==> config.mk <==
export PLATFORM = sky130hd
export DESIGN_NAME = tank_sprite_fetch_flat
export DESIGN_NICKNAME = d
export VERILOG_FILES = /design/src/rtl/tank_pkg.sv /design/src/rtl/tank_sprite_fetch_if.sv /design/src/rtl/sprite_line_buffer.sv /design/src/rtl/tank_sprite_fetch.sv /design/src/flat_wrapper.sv
export SDC_FILE = /design/constraint.sdc
export NUM_CORES = 1
export LEC_CHECK = 0
export CORE_MARGIN = 2
export CORE_UTILIZATION = 27
export DETAILED_ROUTE_END_ITERATION = 8
export SYNTH_ARGS = -nofsm -noshare
export SYNTH_HDL_FRONTEND = slang
export SYNTH_HIERARCHICAL = 1
export SYNTH_SLANG_ARGS = --single-unit
==> constraint.sdc <==
create_clock -name Clk -period 5.4 [get_ports Clk]
set_clock_uncertainty 0.15 [all_clocks]
set_input_delay 1.08 -clock Clk [delete_from_list [all_inputs] [get_ports Clk]]
set_output_delay 1.08 -clock Clk [all_outputs]
set_load 0.005 [all_outputs]
==> src/rtl/tank_pkg.sv <==
// Shared types and sprite geometry defaults for the tank sprite path.
// Imported by the fetch unit and by frameRAM users.
package tank_pkg;

   typedef enum logic [1:0] {
      UP,
      RIGHT,
      DOWN,
      LEFT
   } dir_t;

   typedef enum logic [1:0] {
      IDLE,
      FETCH,
      DRAIN,
      READY
   } fetch_state_t;

   localparam int DEF_SPR_W  = 50;
   localparam int DEF_SPR_H  = 50;
   localparam int DEF_PIX_W  = 4;
   localparam int DEF_ADDR_W = 19;
   localparam int DEF_TRANSP = 0;

endpackage

==> src/rtl/tank_sprite_fetch_if.sv <==
// Read port between the sprite fetch unit and a tank frameRAM.
// Data is valid one cycle after the address.
interface tank_sprite_fetch_if #(
   parameter int ADDR_W = 19,
   parameter int PIX_W  = 4
);

   logic [ADDR_W-1:0] ram_addr;
   logic [PIX_W-1:0]  ram_data;

   modport master (
      output ram_addr,
      input  ram_data
   );

   modport slave (
      input  ram_addr,
      output ram_data
   );

endinterface

==> src/rtl/sprite_line_buffer.sv <==
// One sprite row of palette indices.
// Single write port, asynchronous read port.
module sprite_line_buffer #(
   parameter int SPR_W = 50,
   parameter int PIX_W = 4,
   parameter int AW    = $clog2(SPR_W)
) (
   input  logic             Clk,
   input  logic             Reset_n,
   input  logic             we,
   input  logic [AW-1:0]    waddr,
   input  logic [PIX_W-1:0] wdata,
   input  logic [AW-1:0]    raddr,
   output logic [PIX_W-1:0] rdata
);

   logic [PIX_W-1:0] mem [SPR_W];

   always_ff @(posedge Clk or negedge Reset_n) begin
      if (!Reset_n) begin
         for (int i = 0; i < SPR_W; i++) begin
            mem[i] <= '0;
         end
      end else if (we && (waddr < AW'(SPR_W))) begin
         mem[waddr] <= wdata;
      end
   end

   assign rdata = (raddr < AW'(SPR_W)) ? mem[raddr] : '0;

endmodule

==> src/rtl/tank_sprite_fetch.sv <==
// Prefetches one tank sprite row per scanline during hblank and
// serves the palette index for DrawX during active video.
module tank_sprite_fetch
   import tank_pkg::*;
#(
   parameter int SPR_W  = DEF_SPR_W,
   parameter int SPR_H  = DEF_SPR_H,
   parameter int PIX_W  = DEF_PIX_W,
   parameter int ADDR_W = DEF_ADDR_W,
   parameter int TRANSP = DEF_TRANSP
) (
   input  logic                Clk,
   input  logic                Reset_n,
   input  logic                frame_start,
   input  logic                line_start,
   input  logic [9:0]          next_y,
   input  logic [9:0]          tank_x,
   input  logic [9:0]          tank_y,
   input  logic [1:0]          dir,
   input  logic [9:0]          DrawX,
   tank_sprite_fetch_if.master ram,
   output logic [PIX_W-1:0]    pixel_idx,
   output logic                pixel_on,
   output logic                busy
);

   localparam int CW = $clog2(SPR_W);

   fetch_state_t      state_q, state_d;
   logic [CW-1:0]     col_q, col_d;
   logic [CW-1:0]     row_q, row_d;
   logic [CW-1:0]     col_nx;
   dir_t              fdir_q, fdir_d;
   dir_t              ldir_q, ldir_d;
   logic [9:0]        lx_q, lx_d;
   logic [9:0]        ly_q, ly_d;
   logic [ADDR_W-1:0] addr_q, addr_d;
   logic              hit_q, hit_d;

   dir_t              e_dir;
   logic [9:0]        e_y;
   logic [10:0]       r_s;
   logic              r_in;
   logic [CW-1:0]     r_row;

   logic              we;
   logic [CW-1:0]     waddr;
   logic [10:0]       dx;
   logic              in_rng;
   logic              show;
   logic [PIX_W-1:0]  rd;

   // Stored image faces DOWN; other facings are pure address remaps.
   function automatic logic [ADDR_W-1:0] map_addr(
      input dir_t          d,
      input logic [CW-1:0] r,
      input logic [CW-1:0] c
   );
      logic [CW-1:0] sr;
      logic [CW-1:0] sc;
      sr = '0;
      sc = '0;
      unique case (d)
         DOWN: begin
            sr = r;
            sc = c;
         end
         UP: begin
            sr = CW'(SPR_H - 1) - r;
            sc = c;
         end
         LEFT: begin
            sr = c;
            sc = r;
         end
         RIGHT: begin
            sr = CW'(SPR_W - 1) - c;
            sc = r;
         end
      endcase
      return ADDR_W'(sr) * ADDR_W'(SPR_W) + ADDR_W'(sc);
   endfunction

   // A coincident frame_start supplies the position for this line.
   assign e_dir = frame_start ? dir_t'(dir) : ldir_q;
   assign e_y   = frame_start ? tank_y : ly_q;
   assign r_s   = {1'b0, next_y} - {1'b0, e_y};
   assign r_in  = !r_s[10] && (r_s < 11'(SPR_H));
   assign r_row = r_s[CW-1:0];
   assign col_nx = col_q + CW'(1);

   always_ff @(posedge Clk or negedge Reset_n) begin
      if (!Reset_n) begin
         state_q <= IDLE;
         col_q   <= '0;
         row_q   <= '0;
         fdir_q  <= DOWN;
         ldir_q  <= DOWN;
         lx_q    <= '0;
         ly_q    <= '0;
         addr_q  <= '0;
         hit_q   <= 1'b0;
      end else begin
         state_q <= state_d;
         col_q   <= col_d;
         row_q   <= row_d;
         fdir_q  <= fdir_d;
         ldir_q  <= ldir_d;
         lx_q    <= lx_d;
         ly_q    <= ly_d;
         addr_q  <= addr_d;
         hit_q   <= hit_d;
      end
   end

   always_comb begin
      state_d = state_q;
      col_d   = col_q;
      row_d   = row_q;
      fdir_d  = fdir_q;
      ldir_d  = ldir_q;
      lx_d    = lx_q;
      ly_d    = ly_q;
      addr_d  = addr_q;
      hit_d   = hit_q;
      if (frame_start) begin
         lx_d   = tank_x;
         ly_d   = tank_y;
         ldir_d = dir_t'(dir);
      end
      // line_start always wins, aborting any fetch in flight.
      if (line_start) begin
         hit_d = 1'b0;
         if (r_in) begin
            state_d = FETCH;
            col_d   = '0;
            row_d   = r_row;
            fdir_d  = e_dir;
            addr_d  = map_addr(e_dir, r_row, '0);
         end else begin
            state_d = IDLE;
         end
      end else begin
         unique case (state_q)
            FETCH: begin
               if (col_q == CW'(SPR_W - 1)) begin
                  state_d = DRAIN;
               end else begin
                  col_d  = col_nx;
                  addr_d = map_addr(fdir_q, row_q, col_nx);
               end
            end
            DRAIN: begin
               state_d = READY;
               hit_d   = 1'b1;
            end
            default: ;
         endcase
      end
   end

   // Data returned now belongs to the column issued last cycle.
   assign we = ((state_q == FETCH) && (col_q != '0)) ||
               (state_q == DRAIN);
   assign waddr = (state_q == DRAIN) ? CW'(SPR_W - 1) :
                  col_q - CW'(1);

   sprite_line_buffer #(
      .SPR_W (SPR_W),
      .PIX_W (PIX_W),
      .AW    (CW)
   ) u_lbuf (
      .Clk     (Clk),
      .Reset_n (Reset_n),
      .we      (we),
      .waddr   (waddr),
      .wdata   (ram.ram_data),
      .raddr   (dx[CW-1:0]),
      .rdata   (rd)
   );

   assign dx     = {1'b0, DrawX} - {1'b0, lx_q};
   assign in_rng = !dx[10] && (dx < 11'(SPR_W));
   assign show   = (state_q == READY) && hit_q && in_rng;

   always_ff @(posedge Clk or negedge Reset_n) begin
      if (!Reset_n) begin
         pixel_idx <= '0;
         pixel_on  <= 1'b0;
      end else begin
         pixel_idx <= show ? rd : '0;
         pixel_on  <= show && (rd != PIX_W'(TRANSP));
      end
   end

   assign busy         = (state_q == FETCH) || (state_q == DRAIN);
   assign ram.ram_addr = addr_q;

endmodule

==> src/flat_wrapper.sv <==
// flat-port wrapper written by rule: the top's interface ports become plain ports
module tank_sprite_fetch_flat import tank_pkg::*;
#(
   parameter int SPR_W  = DEF_SPR_W,
   parameter int SPR_H  = DEF_SPR_H,
   parameter int PIX_W  = DEF_PIX_W,
   parameter int ADDR_W = DEF_ADDR_W,
   parameter int TRANSP = DEF_TRANSP
)
  (Clk, Reset_n, frame_start, line_start, next_y, tank_x, tank_y, dir, DrawX, pixel_idx, pixel_on, busy, ram_ram_addr, ram_ram_data);
  tank_sprite_fetch_if #(.ADDR_W(ADDR_W), .PIX_W(PIX_W)) ram_i ();
  input  logic Clk;
  input  logic Reset_n;
  input  logic frame_start;
  input  logic line_start;
  input  logic [9:0] next_y;
  input  logic [9:0] tank_x;
  input  logic [9:0] tank_y;
  input  logic [1:0] dir;
  input  logic [9:0] DrawX;
  output logic [PIX_W-1:0] pixel_idx;
  output logic pixel_on;
  output logic busy;
  output wire logic [$bits(ram_i.ram_addr)-1:0] ram_ram_addr;
  input wire logic [$bits(ram_i.ram_data)-1:0] ram_ram_data;
  assign ram_ram_addr = ram_i.ram_addr;
  assign ram_i.ram_data = ram_ram_data;
  tank_sprite_fetch #(.SPR_W(SPR_W), .SPR_H(SPR_H), .PIX_W(PIX_W), .ADDR_W(ADDR_W), .TRANSP(TRANSP)) u_core (.Clk(Clk), .Reset_n(Reset_n), .frame_start(frame_start), .line_start(line_start), .next_y(next_y), .tank_x(tank_x), .tank_y(tank_y), .dir(dir), .DrawX(DrawX), .ram(ram_i), .pixel_idx(pixel_idx), .pixel_on(pixel_on), .busy(busy));
endmodule
Word level (Yosys, flattened, before mapping)
Cells that the tools add are included.
{"block": "classes", "addsub": 9, "mul": 2, "magnitude_cmp": 7, "n_eq_ne": 13, "n_mux": 39, "bitwise": 2, "n_reduce_logical": 26}
{"cell": "$bwmux W200", "count": 1}
{"cell": "$mux W6", "count": 15}
{"cell": "$mux W19", "count": 4}
{"cell": "$pmux W6 S4", "count": 2}
{"cell": "$add A12 B6 Y13", "count": 2}
{"cell": "$bmux W4 S6", "count": 1}
{"cell": "$demux W4 S6", "count": 1}
{"cell": "$pmux W6 S2", "count": 2}
{"cell": "$lt A11 B6 Y1 const B", "count": 2}
{"cell": "$mul A6 B5 Y11 const B", "count": 2}
{"cell": "$sub A10 B10 Y11", "count": 2}
{"cell": "$mux W4", "count": 5}
{"cell": "$sub A6 B6 Y6 const A", "count": 3}
{"cell": "$ge A7 B7 Y1 const B", "count": 2}
{"cell": "$not A6 Y7", "count": 2}
{"cell": "$eq A2 B2 Y1 const B", "count": 6}
{"cell": "$lt A6 B6 Y1 const B", "count": 2}
{"cell": "$mux W10", "count": 1}
{"cell": "$logic_and A1 B1 Y1", "count": 8}
{"cell": "$reduce_or A2 Y1", "count": 4}
{"cell": "$lt A7 B1 Y1 const B", "count": 1}
{"cell": "$add A6 B1 Y6 const B", "count": 1}
{"cell": "$eq A2 B1 Y1 const B", "count": 3}
{"cell": "$eq A6 B6 Y1 const B", "count": 1}
{"cell": "16 further kinds", "count": 25}
{"block": "totals", "reg_bits": 263, "input_bits": 50, "output_inout_bits": 25, "elab_cells": 159}

Logic depth before layout (Yosys ltp)
Gate-level depths: netlist (run 1).
{"block": "depth", "depth_word": 11, "ltp_mapped": 25, "depth_no_buf": 23}

By module
The synthesis (run 1) kept the hierarchy.
{"mod": "sprite_line_buffer", "instances": 1, "cells_each": 659, "area_each_um2": 9545.4}
{"mod": "tank_sprite_fetch", "instances": 1, "cells_each": 621, "area_each_um2": 5645.4}

Worst setup path before layout (run 1)
No wires, ideal clock.
{"block": "synth_timing", "path_type": "input to register", "from": "in frame_start", "to": "reg u_core.addr_q[11] (netlist: u_core/ram.ram_addr[11])", "t_arrival_ns": 6.677, "t_required_ns": 5.125, "setup_slack_ns": -1.552, "path_stages": 23, "path_buffers": 2, "cell_sequence": "clkbuf_1 > clkbuf_1 > mux2_2 > ha_1 > inv_1 > fa_1 > inv_1 > ha_1 > nand2_1 > o311a_1 > mux2_2 > nand2_1 > o21ai_0 > ha_1 > ha_1 > ha_1 > ha_1 > or4b_2 > o2111ai_1 > nand4b_1 > xnor2_1 > mux2_2 > mux2_4"}
{"block": "synth_between", "elab_chain_len": 10}
{"element": "from (decl)", "line_no": "flat_wrapper.sv:14", "source": "input logic frame_start;"}
{"element": "$mux W10 (*)", "line_no": "tank_sprite_fetch.sv:86", "source": "assign e_y = frame_start ? tank_y : ly_q;"}
{"element": "net u_core.e_y[0]", "line_no": "tank_sprite_fetch.sv:41", "source": "logic [9:0] e_y;"}
{"element": "$sub A10 B10 Y11 (*)", "line_no": "tank_sprite_fetch.sv:87", "source": "assign r_s = {1'b0, next_y} - {1'b0, e_y};"}
{"element": "net u_core.r_s[1]", "line_no": "tank_sprite_fetch.sv:42", "source": "logic [10:0] r_s;"}
{"element": "$sub A6 B6 Y6", "line_no": "tank_sprite_fetch.sv:69", "source": "sr = CW'(SPR_H - 1) - r;"}
{"element": "$pmux W6 S4", "line_no": "tank_sprite_fetch.sv:63", "source": "unique case (d)"}
{"element": "$mux W6", "line_no": "tank_sprite_fetch.sv:134", "source": "if (r_in) begin"}
{"element": "$mux W6", "line_no": "tank_sprite_fetch.sv:132", "source": "if (line_start) begin"}
{"element": "$mul A6 B5 Y11", "line_no": "tank_sprite_fetch.sv:81", "source": "return ADDR_W'(sr) * ADDR_W'(SPR_W) + ADDR_W'(sc);"}
{"element": "$add A12 B6 Y13", "line_no": "tank_sprite_fetch.sv:81"}
{"element": "$mux W19", "line_no": "tank_sprite_fetch.sv:134"}
{"element": "$mux W19", "line_no": "tank_sprite_fetch.sv:132"}
{"element": "to (signal assigned)", "line_no": "tank_sprite_fetch.sv:111", "source": "addr_q <= addr_d;"}
{"element": "to (decl)", "line_no": "tank_sprite_fetch.sv:37", "source": "logic [ADDR_W-1:0] addr_q, addr_d;"}
Mark *: on every way through the listed nets, which the timed path passes. The rest lies on a longest branch. The select of a mux whose other input is x is not followed.
A chain may end at the register's enable or synchronous reset.

Worst setup path in the final report (run 1)
{"block": "layout_timing", "from": "in frame_start", "to": "reg u_core.addr_q[11] (netlist: u_core/ram.ram_addr[11])"}
{"block": "layout_between", "elab_chain_len": 10}
{"element": "$mux W10 (*)", "line_no": "tank_sprite_fetch.sv:86"}
{"element": "net u_core.e_y[0]", "line_no": "tank_sprite_fetch.sv:41"}
{"element": "$sub A10 B10 Y11 (*)", "line_no": "tank_sprite_fetch.sv:87"}
{"element": "$sub A6 B6 Y6", "line_no": "tank_sprite_fetch.sv:69"}
{"element": "$pmux W6 S4", "line_no": "tank_sprite_fetch.sv:63"}
{"element": "$mux W6", "line_no": "tank_sprite_fetch.sv:134"}
{"element": "$mux W6", "line_no": "tank_sprite_fetch.sv:132"}
{"element": "$mul A6 B5 Y11", "line_no": "tank_sprite_fetch.sv:81"}
{"element": "$add A12 B6 Y13", "line_no": "tank_sprite_fetch.sv:81"}
{"element": "$mux W19", "line_no": "tank_sprite_fetch.sv:134"}
{"element": "$mux W19", "line_no": "tank_sprite_fetch.sv:132"}
Marks and branches as above.

==> results.md, run 1 <==
* Status: complete, no violations
* Cell Rows at 86
* Final count of negative-setup-slack endpoints at 0
* Antenna diodes at 0
* Crit. Startpoint: frame_start
* Max IR drop VDD at 1.05 mV
* Worst-path fanout max at 3
* Crit-path slowest cell: or4b_4
* Filler cell count at 5584
* Power per Cell Area at 677 nW/um^2
* Routed Wire Length at 37300 um
* Highest clock rate at 189 MHz
* Most frequent cells in the layout: dfrtp_1 (255), mux2_2 (217), buf_4 (98)
* CTS tree: built
* Final hold slack at 340 ps
* Clock Path Buffers at 3
* Syn Inst Count at 1280
* Ys async rst share at 100%
* Critical R2R Launch: u_core/col_q[0]
* Root buffer cell: clkbuf_16
* Worst EP required at 5720 ps
* FF-to-FF End: u_core/ram.ram_addr[11]
* Worst Reg-to-Reg Cells at 17
* Crit-path cells: buf_6 > mux2_4 > ha_4 > inv_4 > fa_2 > xor2_2 > inv_2 > ha_4 > nand2_2 > o311a_1 > mux2_4 > nand2_4 > o21ai_4 > ha_4 > ha_4 > ha_4 > ha_4 > or4b_4 > o2111ai_4 > nand4b_1 > xnor2_1 > mux2_4 > mux2_4
* Crit share post-route at 98.2%
* Width of the chip at 241 um
* 1st-iter DRT viols at 506
* First-pass GRT wire length at 60600 um
* Full die area at 58200 um^2
* Measured slew at the worst slew-check pin at 940 ps
* Total Routing Usage GR at 13.0%
* Syn Area/Cell at 11.9 um^2
* Number of global-route vias before repair at 11116
* Pre-CTS WS at -1070 ps
* Mapped cell area at 15200 um^2
* Share of the yosys chip area belonging to registers at 42.4%
* WHS Path Cells at 2
* Buffers on Ports at 68
* Crit path DAT at 5620 ps
* Register area at 6430 um^2
* Largest net degree at the start of global routing at 116
* Clock insertion delay at the later pin of the skew report at 580 ps
* Footprint of the multi-input gates at 8560 um^2
* DRC at 0
* Initial antenna violation count at 0
* Max-slew violation count at 0
* Top_reg_cell synth: dfrtp_1
* Area Growth Syn to Fin at 23.3%
* Worst setup EP type: register
* Leakage power at 8.36 nW
* GPL Wtd Cong at 0.804
* EDFF count, synth at 0
* Drt via density at 4.75
* Vert. Die Dim at 241 um
* Core Util, Final at 33.9%
* Hold Crit Start: u_core/ly_q[5]
* Detail Placement HPWL at 26300 um
* CTS Sinks at 257
* Worst Setup Start Kind: input pin
* Layout cells sized above 1 at 34.0%
* Fin. Hold Viols at 0
* Slew HR at 37.4%
* CTS Hold Buffers Added at 0
* Antenna viol nets, final at 0
* Synth warn at 6
* Most frequent cell on the critical path: ha_4
* Vias at 10438
* Setup WS post-layout at 96.0 ps
* WL/cell at 17.0 um
* Synth cell types at 90
* Top-Level Pins at 75
* Worst path max stage delay at 480 ps
* Min cycle time layout at 5300 ps
* Starting Density at 27.5%
* TritonRoute pass-1 iters at 5
* Nets at 1564
* Core Footprint at 55300 um^2
* Crit Path Class: input pin to register
* Max cap viols at 0
* Grt ovf at 0
* Leading cell type in the layout, fill and taps excluded: dfrtp_1
* Worst Hold Class: register to register
* Hold EP: u_core/ly_q[5]
* Reg2Reg Setup Slack at 300 ps
* H-Tree Depth at 1
* Clock slew at reported path FFs at 60 ps
* CTS buffer count at 30
* Seq cells post-synth at 257
## where the power goes
| group | switching (W) | leakage (nW) | internal [W] |
|---|---|---|---|
| logic | 0.00387 | 4.61 | 0.00382 |
| registers | 0.000356 | 3.29 | 0.00262 |
| clock network | 0.000827 | 0.466 | 0.00118 |
| total | 0.00506 | 8.36 | 0.00762 |
## cell usage after synthesis, types with 8 or more instances
cell type	number	share of area [%]
dfrtp_1	255	42
mux2_2	220	16
nor2_1	86	2.1
ha_1	83	6.8
inv_1	60	1.5
nand2_1	58	1.4
mux2i_1	47	3.1
o21ai_0	46	1.5
a21oi_1	43	1.4
clkbuf_1	36	0.89
mux4_2	33	4.9
xnor2_1	25	1.4
xor2_1	16	0.92
nand3_1	14	0.46
nor3_1	14	0.46
nand2b_1	13	0.54
nor2b_1	13	0.54
and2_1	11	0.45
buf_4	11	0.54
o211ai_1	9	0.44
buf_2	8	0.26
buf_6	8	0.59
mux2_4	8	0.79
mux4_1	8	1.4
## stage by stage
stage          setup TNS [ps]  std cells  power, W  area (um^2)
2_1_floorplan           -1700       1285   0.00858        15500
5_1_grt                 -70.6       2196    0.0137        18700
4_1_cts                     0       2192    0.0127        18600
3_5_place_dp            -5680       2130    0.0105        17500
6_report                    0       2196    0.0127        18700
3_3_place_gp            -4970       2130    0.0103        17500
## worst max-delay path by stage
stage	to	cells after the start
after floorplan	u_core/ram.ram_addr[11]	23
after global placement	u_core/ram.ram_addr[11]	22
after detailed placement	u_core/ram.ram_addr[11]	22
after CTS	u_core/ram.ram_addr[11]	23
after global routing	u_core/ram.ram_addr[11]	23
final	u_core/ram.ram_addr[11]	23
## state kept, by name, summed over array words and instances (netlist names)
register             cells
u_core/col_q             6
u_core/fdir_q            2
u_core/hit_q             1
u_core/ldir_q            2
u_core/lx_q             10
u_core/ly_q             10
u_core/pixel_idx         4
u_core/pixel_on          1
u_core/ram.ram_addr     13
u_core/row_q             6
u_core/state_q           2
u_core/u_lbuf/mem      200
## final cells by class
type                            count  share of cell area, %
Clock inverter                     10                  0.728
Multi-Input combinational cell    899                   45.7
Timing Repair Buffer              177                   8.48
Clock buffer                       44                   4.50
Inverter                           61                   1.24
Tap cell                          748                   5.00
Sequential cell                   257                   34.3
## layer usage
metal  vias to the layer above  track usage, %  share of wire [%]
li1                       4932               -                  -
met1                      5278            17.1                 45
met2                       173            22.0                 48
met3                        55            2.04                3.5
met4                         0            3.98                2.7
met5                         -               0                  0
## cells by family (layout without fill, tap and decap cells)
family / after synthesis / in the layout / share of synthesized area (%)
compound gates: 179 / 179 / 8.04
xor+xnor: 42 / 42 / 2.47
fa+ha+maj: 88 / 88 / 7.50
buf+inv: 129 / 292 / 4.07
flops: 257 / 257 / 42.4
mux: 323 / 323 / 27.0
other cells: 1 / 6 / 0.0247
simple gates: 261 / 261 / 8.56
## what timing repair did
| action | in CTS | in global routing |
|---|---|---|
| setup buffers | 8 | 4 |
| pin swaps | 16 | 20 |
| resized for setup | 22 | 27 |
| setup endpoints to repair | 4 | 4 |
| hold endpoints to repair | 0 | 0 |
## worst max-delay path: cells and delay by family
family | cells | cell delay [ps]
adder cells (fa/ha/maj) | 7 | 1670
multiplexers | 4 | 1010
AND/OR/NAND/NOR | 4 | 730
AO/OA/AOI/OAI | 3 | 540
XOR/XNOR | 2 | 340
buffers and inverters | 3 | 220
Note: power is estimated with default switching activity, not from simulation.
==> run 2: changes to the inputs <==
- SLEW_MARGIN: not set -> 10
==> results of run 2 <==
The final DEF is identical to that of run 1; final timing and power are the same.
==> run 3: changes to the inputs <==
- CORE_MARGIN: 2 -> 5
==> run 3 against run 2 <==
Highest routed layer unchanged. Register-to-register slack worse by 120 ps. Clock-buffer cell count down 5. Die area up 5.0%. Critical path depth down 1. The flow now finishes with violations (setup timing). Largest power group unchanged. Hold slack worse by 0.89 ps. Flip-flop and latch count unchanged. Sequential power about the same.
==> results.md, run 3 (same netlist as run 1, synthesis figures left out) <==
* Status: complete, but fails checks
* Failing checks: setup timing
* Cell Area, Placed at 17400 um^2 (-0.24%)
* Most frequent cells in the layout: dfrtp_1 (255), mux2_2 (216), buf_4 (96)
* First-pass GRT wire length at 60900 um (+0.59%)
* Cell Rows at 87 (+1.2%)
* Unrepaired setup endpoints after global routing: true
* Detail Placement HPWL at 26200 um (-0.28%)
* Antenna viol nets, final at 0 (unchanged)
* Post-route cell area at 18600 um^2 (-0.77%)
* Worst path max stage delay at 460 ps (-20 ps)
* Fin. Hold Viols at 0 (unchanged)
* Register area at 6430 um^2 (unchanged)
* CTS Sinks at 257 (unchanged)
* Crit path DAT at 5710 ps (+90 ps)
* Vert. Die Dim at 247 um (+2.5%)
* Nets at 1557 (-0.45%)
* Clock Path Buffers at 3 (unchanged)
* Most frequent cell on the critical path: ha_4
* Initial antenna violation count at 0 (unchanged)
* Worst Hold Class: register to register
* Reg with most FFs: u_core/u_lbuf/mem
* Power per Cell Area at 686 nW/um^2 (+1.4%)
* Layout cells sized above 1 at 33.2% (-0.76 points)
* Vias at 10374 (-0.61%)
* Max reg flops at 200 (unchanged)
* Leakage power at 8.29 nW (-0.80%)
* Worst Setup Start Kind: input pin
* Slew HR at 23.4% (-14 points)
* Max-slew violation count at 0 (unchanged)
* Crit Path Class: input pin to register
* Top-Level Pins at 75 (unchanged)
* Leading cell type in the layout, fill and taps excluded: dfrtp_1
* H-Tree Depth at 1 (unchanged)
* Footprint of the multi-input gates at 8520 um^2 (-0.45%)
* Grt ovf at 0 (unchanged)
* WL/cell at 17.1 um (+0.44%)
* Root buffer cell: clkbuf_16
* CTS tree: built
* Starting Density at 27.1% (-0.37 points)
* Clock insertion delay at the later pin of the skew report at 560 ps (-20 ps)
* Width of the chip at 247 um (+2.5%)
* Max cap viols at 0 (unchanged)
* Max IR drop VDD at 0.869 mV (-17%)
* Power, Total at 0.0128 W (+0.61%)
* Crit-path cells: buf_12 > mux2_4 > ha_4 > inv_2 > fa_2 > a21oi_2 > o21bai_1 > xor2_1 > o41ai_1 > nor2b_2 > a31o_4 > buf_6 > ha_4 > ha_4 > ha_4 > ha_4 > or4b_4 > o2111ai_4 > nand4b_1 > xnor2_1 > mux2_4 > mux2_4
* DRC at 0 (unchanged)
* GPL Wtd Cong at 0.793 (-1.4%)
* Worst setup EP type: register
* Filler cell count at 5545 (-0.70%)
* Crit share post-route at 100% (+1.9 points)
* Core Footprint at 56100 um^2 (+1.4%)
* Drt via density at 4.73 (-0.43%)
* Setup WS post-layout at -6.78 ps (-103 ps)
* Antenna diodes at 0 (unchanged)
* Routed Wire Length at 37400 um (+0.25%)
* 1st-iter DRT viols at 664 (+31%)
* Largest net degree at the start of global routing at 110 (-5.2%)
* Highest clock rate at 185 MHz (-1.9%)
* Final count of negative-setup-slack endpoints at 1 (+1)
* Worst EP required at 5700 ps (-20 ps)
* Number of global-route vias before repair at 10961 (-1.4%)
* Full die area at 61100 um^2 (+5.0%)
* TritonRoute pass-1 iters at 4 (-1)
* Worst-path fanout max at 4 (+1)
* Reg2Reg Setup Slack at 180 ps (-120 ps)
* Area Growth Syn to Fin at 22.4%
* Crit-path slowest cell: or4b_4
* Buffers on Ports at 68 (unchanged)
* CTS buffer count at 29 (-3.3%)
* Min cycle time layout at 5410 ps (+103 ps)
* Clock slew at reported path FFs at 60 ps (about the same)
* Total Routing Usage GR at 12.2% (-0.83 points)
* Measured slew at the worst slew-check pin at 1150 ps (+207 ps)
run 3: changes by cell type in the layout (fill, tap and decap cells not counted), sizes merged:
cell / before / now
dlymetal6s2s: 3 / 1
bufinv: 2 / 3
buf: 112 / 107
clkinv: 7 / 5
clkinvlp: 3 / 2
inv: 59 / 60
dlygate4sd2: 0 / 1
clkbuf: 45 / 39
clkdlybuf4s50: 60 / 61
run 3: worst paths after layout:
| check | cells past startpoint | endpoint | startpoint |
|---|---|---|---|
| worst max-delay path | 22 | u_core/ram.ram_addr[11] | frame_start |
| worst min-delay path | 2 | u_core/ly_q[4] | u_core/ly_q[4] |
| worst max register to register | 17 | u_core/ram.ram_addr[11] | u_core/col_q[0] |
| worst min register to register | 2 | u_core/ly_q[4] | u_core/ly_q[4] |
| max in group asynchronous | 2 | u_core/u_lbuf/mem[65] | Reset_n |
| min in group asynchronous | 1 | u_core/u_lbuf/mem[176] | Reset_n |
run 3: worst max-delay path, delay by kind of cell:
family | cells | cell delay [ps]
fa+ha+maj | 6 | 1500
compound gates | 5 | 930
simple gates | 3 | 870
mux | 3 | 740
xor+xnor | 2 | 310
buf+inv | 3 | 260
run 3: report_power, final:
part           switching [W]  internal, W  leakage (nW)
clock               0.000802      0.00117         0.451
sequential          0.000362      0.00262          3.29
combinational        0.00397      0.00383          4.55
run 3: area by class of cell:
class	instances	share of cell area, %
sequential	257	34.6
clock inverter	9	0.754
timing repair buffer	171	8.19
clock buffer	39	4.27
inverter	61	1.24
multi-input combinational	899	45.8
tap	756	5.09
run 3: metrics by stage:
stage	utilization, %	cells	hold slack [ps]	setup slack (ps)	setup TNS [ps]
after CTS	33.0	2190	339	10.8	0
final	33.2	2192	339	-6.78	-6.78
after global placement	31.1	2131	312	-987	-5600
after floorplan	-	1285	300	-609	-1700
after global routing	33.2	2192	356	-111	-186
after detailed placement	31.1	2131	324	-1130	-6410
run 3: per-layer routing:
| layer | up-vias | global-route usage, % | wire, um |
|---|---|---|---|
| li1 | 4925 | - | - |
| met1 | 5224 | 16.1 | 16700 |
| met2 | 176 | 21.0 | 18500 |
| met3 | 49 | 1.86 | 1310 |
| met4 | 0 | 3.17 | 911 |
| met5 | - | 0 | 0 |
run 3: timing repair:
action | 4_1_cts | 5_1_grt
hold buffers | 0 | 0
buffers inserted | 11 | 3
setup endpoints to repair | 6 | 4
resized for setup | 16 | 22
pin swaps | 22 | 22
